### config.mk
export PLATFORM = sky130hd
export DESIGN_NAME = wt4_share_arb
export DESIGN_NICKNAME = d
export VERILOG_FILES = /design/src/rtl/wt4_share_arb.sv
export SDC_FILE = /design/constraint.sdc
export NUM_CORES = 1
export LEC_CHECK = 0
export BUFFER_PORTS_ARGS = -buffer_cell sky130_fd_sc_hd__buf_4
export CORE_MARGIN = 2
export CORE_UTILIZATION = 30
export CTS_CLUSTER_SIZE = 12
export DETAILED_ROUTE_END_ITERATION = 10
export PLACE_DENSITY = 0.49
export SLEW_MARGIN = 10
export SYNTH_ARGS = -nofsm -noshare
export SYNTH_HDL_FRONTEND = slang
export SYNTH_SLANG_ARGS = --single-unit
### constraint.sdc
create_clock -name CLK -period 5.2 [get_ports CLK]
set_clock_uncertainty 0.2 [all_clocks]
set_input_delay 0.52 -clock CLK [delete_from_list [all_inputs] [get_ports CLK]]
set_output_delay 0.52 -clock CLK [all_outputs]
set_load 0.01 [all_outputs]
### src/rtl/wt4_share_arb.sv
// Shares one 4-operand, 4-bit carry-save reduction tree between N_REQ requesters.
// Round-robin grant, a 3:2 compression stage and a final carry-propagate add stage.
module wt4_share_arb #(
   parameter int N_REQ      = 3,
   parameter bit SIGNED_OPS = 1'b1
) (
   input  logic                CLK,
   input  logic                RESET_N,
   input  logic [N_REQ-1:0]    REQ,
   input  logic [16*N_REQ-1:0] OPS,
   output logic [N_REQ-1:0]    GNT,
   output logic                RESULT_VALID,
   output logic [5:0]          RESULT,
   output logic [1:0]          RESULT_ID,
   input  logic                RESULT_READY
);

   // Result handshake: a transfer happens on a rising edge where RESULT_VALID and
   // RESULT_READY are both high; while VALID is high and READY low, RESULT and
   // RESULT_ID hold and the pipeline behind them stalls.

   logic [1:0]  ptr;
   logic        s1_valid;
   logic [5:0]  s1_sum;
   logic [5:0]  s1_carry;
   logic [5:0]  s1_op3;
   logic [1:0]  s1_id;

   logic        adv1;
   logic        adv2;
   logic        gnt_any;
   logic        grant;
   logic [1:0]  gnt_idx;
   logic [2:0]  cand;
   logic [15:0] sel_ops;
   logic [5:0]  e0, e1, e2, e3;

   function automatic logic [5:0] ext4(input logic [3:0] v);
      return SIGNED_OPS ? {{2{v[3]}}, v} : {2'b00, v};
   endfunction

   always_comb begin
      adv2    = !RESULT_VALID || RESULT_READY;
      adv1    = !s1_valid || adv2;
      gnt_any = 1'b0;
      gnt_idx = '0;
      cand    = '0;
      // Search upward from the pointer, wrapping at N_REQ.
      for (int k = 0; k < N_REQ; k++) begin
         cand = 3'(ptr) + 3'(k);
         if (cand >= 3'(N_REQ)) cand = cand - 3'(N_REQ);
         if (!gnt_any && REQ[cand[1:0]]) begin
            gnt_any = 1'b1;
            gnt_idx = cand[1:0];
         end
      end
      grant = RESET_N && adv1 && gnt_any;
      GNT   = '0;
      if (grant) GNT[gnt_idx] = 1'b1;
      sel_ops = OPS[{gnt_idx, 4'b0000} +: 16];
      e0 = ext4(sel_ops[3:0]);
      e1 = ext4(sel_ops[7:4]);
      e2 = ext4(sel_ops[11:8]);
      e3 = ext4(sel_ops[15:12]);
   end

   always_ff @(posedge CLK) begin
      if (!RESET_N) begin
         ptr      <= '0;
         s1_valid <= 1'b0;
         s1_sum   <= '0;
         s1_carry <= '0;
         s1_op3   <= '0;
         s1_id    <= '0;
      end else begin
         if (adv1) begin
            s1_valid <= grant;
            s1_sum   <= e0 ^ e1 ^ e2;
            s1_carry <= ((e0 & e1) | (e0 & e2) | (e1 & e2)) << 1;
            s1_op3   <= e3;
            s1_id    <= gnt_idx;
         end
         if (grant) ptr <= (gnt_idx == 2'(N_REQ - 1)) ? 2'd0 : gnt_idx + 2'd1;
      end
   end

   // Sign/zero extension to 6 bits makes the modulo-64 sum exact; no overflow.
   always_ff @(posedge CLK) begin
      if (!RESET_N) begin
         RESULT_VALID <= 1'b0;
         RESULT       <= '0;
         RESULT_ID    <= '0;
      end else if (adv2) begin
         RESULT_VALID <= s1_valid;
         RESULT       <= s1_sum + s1_carry + s1_op3;
         RESULT_ID    <= s1_id;
      end
   end

endmodule

; ---- Word level (Yosys, flattened, before mapping)
; Cells that the tools add are included.
[word_totals]
register_bits = 29
inputBits = 54
output_inout_bits = 12
[classes]
add_sub_neg = 8
n_lt_le_gt_ge = 8
eq_ne = 1
shifts = 1
n_mux = 19
bitwise_logic = 7
reduce_logical = 11
[op_table]
columns = operator, count
row1 = 48-bit by 7-bit indexed part select with 16-bit output, 1
row2 = 5-bit bitwise AND, 3
row3 = 2-bit two-way mux, 7
row4 = 6-bit adder, 2
row5 = 2-bit by 3-bit less-than comparator with 1-bit output (second input constant), 4
row6 = 6-bit XOR, 2
row7 = 5-bit bitwise OR, 2
row8 = 1-bit two-way mux, 7
row9 = 1-bit binary-select mux with 2-bit select, 3
row10 = 3-bit by 2-bit >= comparator with 1-bit output (second input constant), 2
row11 = 2-bit subtractor (second input constant), 3
row12 = 1-bit logical AND, 5
row13 = 1-bit zero test, 4
row14 = 2-bit by 1-bit adder with 3-bit output (second input constant), 1
row15 = 2-bit by 2-bit adder with 3-bit output (second input constant), 1
row16 = 3-bit two-way mux, 1
row17 = 2-bit by 1-bit adder with 2-bit output (second input constant), 1
row18 = 1-bit demux with 2-bit select, 1
row19 = 2-bit == test (second input constant), 1
row20 = 2-bit by 1-bit >= comparator with 1-bit output (second input constant), 1
row21 = 2-bit >= comparator (second input constant), 1
row22 = 1-bit logical OR, 2

; ---- Logic depth before layout (Yosys ltp)
[depth]
word_depth = 16
mapped_depth = 14
ltp_nobuf = 11

; ---- Worst setup path after synthesis
; No wires, ideal clock.
[synth_timing]
kind = register to register
from = register ptr[0]
to = register s1_sum[0]
setup_ps = 76
arrival_ps = 2856
required_ps = 4924
path_slack_ps = 2069
path_stages_with_launch = 14
path_buffers = 2
synth_period_minus_slack_ps = 3131
path_cell_list = dfxtp_1 inv_1 ha_1 buf_2 and3b_1 o21ai_0 nor2_2 o22ai_2 buf_4 mux2i_1 o2bb2ai_1 fa_1 nand2_1 a21boi_0
[synth_via]
elab_chain_len = 14
word_cells_on_any_way = 29
[synth_rtl]
columns = element, line_no
row1 = "start, declared", 22  ; logic [1:0] ptr;
row2 = "start signal, assigned", 83  ; if (grant) ptr <= (gnt_idx == 2'(N_REQ - 1)) ? 2'd0 : gnt_idx + 2'd1;
row3 = branches (longest 10 deep; another with 2-bit by 1-bit adder with 3-bit output), --
row4 = 2-bit two-way mux (*), 52  ; if (!gnt_any && REQ[cand[1:0]]) begin
row5 = 48-bit by 7-bit indexed part select with 16-bit output (*), 60  ; sel_ops = OPS[{gnt_idx, 4'b0000} +: 16];
row6 = 6-bit XOR, 78  ; s1_sum <= e0 ^ e1 ^ e2;
row7 = 6-bit XOR (*), 78
row8 = "end signal, assigned", 78
row9 = "end, declared", 24  ; logic [5:0] s1_sum;
; Every way passes the cells marked *. The select of a mux whose other input is x is not followed.
; A chain may end at the register's enable or synchronous reset.

; ---- Worst setup path in the final report
[layout_timing]
from = register ptr[0]
to = register s1_sum[4]
; The elaborated chain is that of the path after synthesis.

==> impl_metrics.tcl <==
set metrics [dict create \
    route.antenna.remaining_nets 0 \
    p_clk_share_pct 8.2 \
    final_cells 376 \
    critical_path_class "reg2reg" \
    max_clock_freq_mhz 260 \
    drtIter0Drc 57 \
    setup_viol 0 \
    rsz0062_at_grt "no" \
    switching_share_pct 45.2 \
    hold_viol 0 \
    place_congestion 0.821 \
    slew_headroom_pct 40.3 \
    crit_fanout 15 \
    start_util_pct 30.6 \
    cp_num_buf_inv 1 \
    min_to "RESULT[2]" \
    synth_flop_cell "dfxtp_1" \
    grt_start_max_net_pins 28 \
    finalCritPeriodShare_pct 73.9 \
    synthesis.area_sq_um 2040 \
    fp.dieW_um 86.6 \
    io_pins 66 \
    worstMarginPinSlew_ps 896 \
    max-vdd-ir-drop_mv 0.157 \
    yosys_warnings 0 \
    placementRows 30 \
    status "complete, no violations" \
    crit_chain "inv_1 > ha_1 > mux2i_1 > o21ai_1 > nor2_2 > o22ai_2 > and2_0 > o2bb2ai_1 > fa_1 > nand2_1 > a21boi_0" \
    dp_hpwl_mm 4.10 \
    synth_cells 244 \
    post_cts_buffers 0 \
    die-area_sq_um 7490 \
    final_cell_mix "buf_4 (66), nand2_1 (45), dfxtp_1 (26)" \
    synth.distinct_cells 45 \
    grt_pass1_wl_mm 8.67 \
    clkLatencyLatePin_ps 270 \
    htreeDepth 1 \
    critical-path-top-delay-family "compound AO/OA/AOI/OAI gates" \
    drt-pass1-iter-count 4 \
    placed_cell_area_sq_um 2560 \
    area_growth_pct 27.8 \
    async_reset_ff_share_pct 0 \
    reg2regPathDepth 11 \
    max_stage_delay_ps 710 \
    portBuffers 65 \
    r2r_setup_slack_ps 1360 \
    die_h_um 86.6 \
    cts_tree "done" \
    place_inst 372 \
    wl_per_cell_um 13.6 \
    clk_pin_slew_worst_paths_ps 90 \
    seq_area_frac_synth_pct 25.5 \
    multi_input_comb_area_sq_um 1400 \
    clockBufferDepth 2 \
    num_vias 1831 \
    cts_resized 0 \
    startpoint_type "flop" \
    viasPerCell 4.87 \
    final_common_cell "buf_4" \
    hp-start "RESULT[2]" \
    final_area_sq_um 2610 \
    leakagePower_nw 1.20 \
    arrival_ps 3800 \
    drive_gt1_share_pct 26.7 \
    power.density_nw_per_um2 618 \
    cts_hold_buf 0 \
    finalNetCount 369 \
    internal_power_mw 0.884 \
    synth_edf_count 0 \
    cts.sinks 26 \
    r2r-start "ptr[0]" \
    nFillCells 708 \
    overflow 0 \
    n_antenna_cell 0 \
    core_area_sq_um 6680 \
    tns_ps 0 \
    timing.hold.ws_ps 268 \
    endpoint_kind "flop" \
    cp.required_ps 5160 \
    critical-path-slowest-cell "o22ai_2" \
    r2r-end "s1_sum[4]" \
    root_buffer "clkbuf_8" \
    numCtsBuffers 3 \
    final.min_clock_period_ps 3840 \
    regArea_sq_um 520 \
    pwr-share-comb_pct 70.3 \
    drv_slew 0 \
    antenna_found_initial 0 \
    route.detailed.drc 0 \
    grt.total_usage_pct 14.4 \
    pwr-share-seq_pct 21.5 \
    worstHoldPathType "reg2reg" \
    min_path_cells 2 \
    syn_nets 316 \
    drv_cap 0 \
    finalWirelength_mm 5.13 \
    grt_pass1_vias 1836 \
    ys_ff_latch 26 \
    syn_avg_cell_area_sq_um 8.38 \
    power.switching_mw 0.730 \
]
## layer usage
layer  global-route usage, %  wire [um]  vias to the layer above
li1                        -          -                      946
met1                    20.1       2460                      813
met2                    23.6       2290                       68
met3                    2.00        332                        4
met4                    2.98         40                        0
met5                       0          0                        -
## synth_stat cells, types with 2 or more instances
library cell	count	area, sq um
buf_2	3	15.0
nor2_1	5	18.8
xnor2_1	3	26.3
and2_1	4	25.0
o31ai_1	4	30.0
nor2b_1	6	37.5
or2_2	2	12.5
a211oi_1	2	15.0
dfxtp_1	26	521
nor3_1	5	25.0
o21ai_1	2	10.0
nand3_1	9	45.0
ha_1	9	113
o21ai_0	11	55.1
o2bb2ai_1	8	70.1
nor2_2	2	12.5
a21boi_0	14	105
a21o_1	2	15.0
a22o_1	4	35.0
nand2_1	45	169
o211a_1	2	20.0
and3b_1	2	17.5
mux2i_1	20	200
inv_1	10	37.5
a21oi_1	4	20.0
fa_1	9	180
clkbuf_1	13	48.8
## through the flow
stage	total power, mW	util, %	setup WS (ps)
global placement	1.49	38.3	1450
finish	1.61	39.1	1360
floorplan	1.24	-	2070
detailed placement	1.50	38.3	1350
global route	1.82	39.1	1040
CTS	1.64	39.1	1340
## cell type report
type	count	share of cell area, %
Multi-Input combinational cell	190	53.7
Sequential cell	26	19.9
Timing Repair Buffer	66	19.0
Tap cell	80	3.83
Clock buffer	4	2.11
Inverter	10	1.44
## worst max path at each step
stage | slack, ps | depth (start not counted) | to | start
after floorplan | 2070 | 13 | s1_sum[0] | ptr[0]
after global placement | 1450 | 11 | s1_sum[4] | ptr[0]
after detailed placement | 1350 | 11 | s1_sum[4] | ptr[0]
after CTS | 1340 | 11 | s1_sum[4] | ptr[0]
after global routing | 1040 | 11 | s1_sum[0] | ptr[0]
final | 1360 | 11 | s1_sum[4] | ptr[0]
## registers in the layout (all words and copies together) (netlist names), 2 cells and up
name	count
RESULT	6
s1_carry	4
s1_op3	4
s1_sum	4
RESULT_ID	2
ptr	2
s1_id	2
## worst min-delay path: stages, from the launching register on
cell and delay [ps]:
dfxtp_1 320, nand2_1 50, a21boi_0 60
## kinds of logic (layout without fill, tap and decap cells)
family	after synthesis	after routing	synth area share (%)
simple gates	86	86	20.1
flops	26	26	25.5
buf+inv	28	80	5.88
mux	22	22	11.1
fa+ha+maj	18	18	14.3
xor+xnor	4	4	1.71
compound gates	60	60	21.5
## power groups by stage
stage                     Sequential (mW)  Combinational (mW)  Clock, mW
after floorplan                     0.349               0.890          0
after global placement              0.351                1.14          0
after detailed placement            0.354                1.14          0
after CTS                           0.350                1.15      0.138
after global routing                0.361                1.32      0.145
final                               0.347                1.13      0.132
Note: power is estimated with default switching activity, not from simulation.
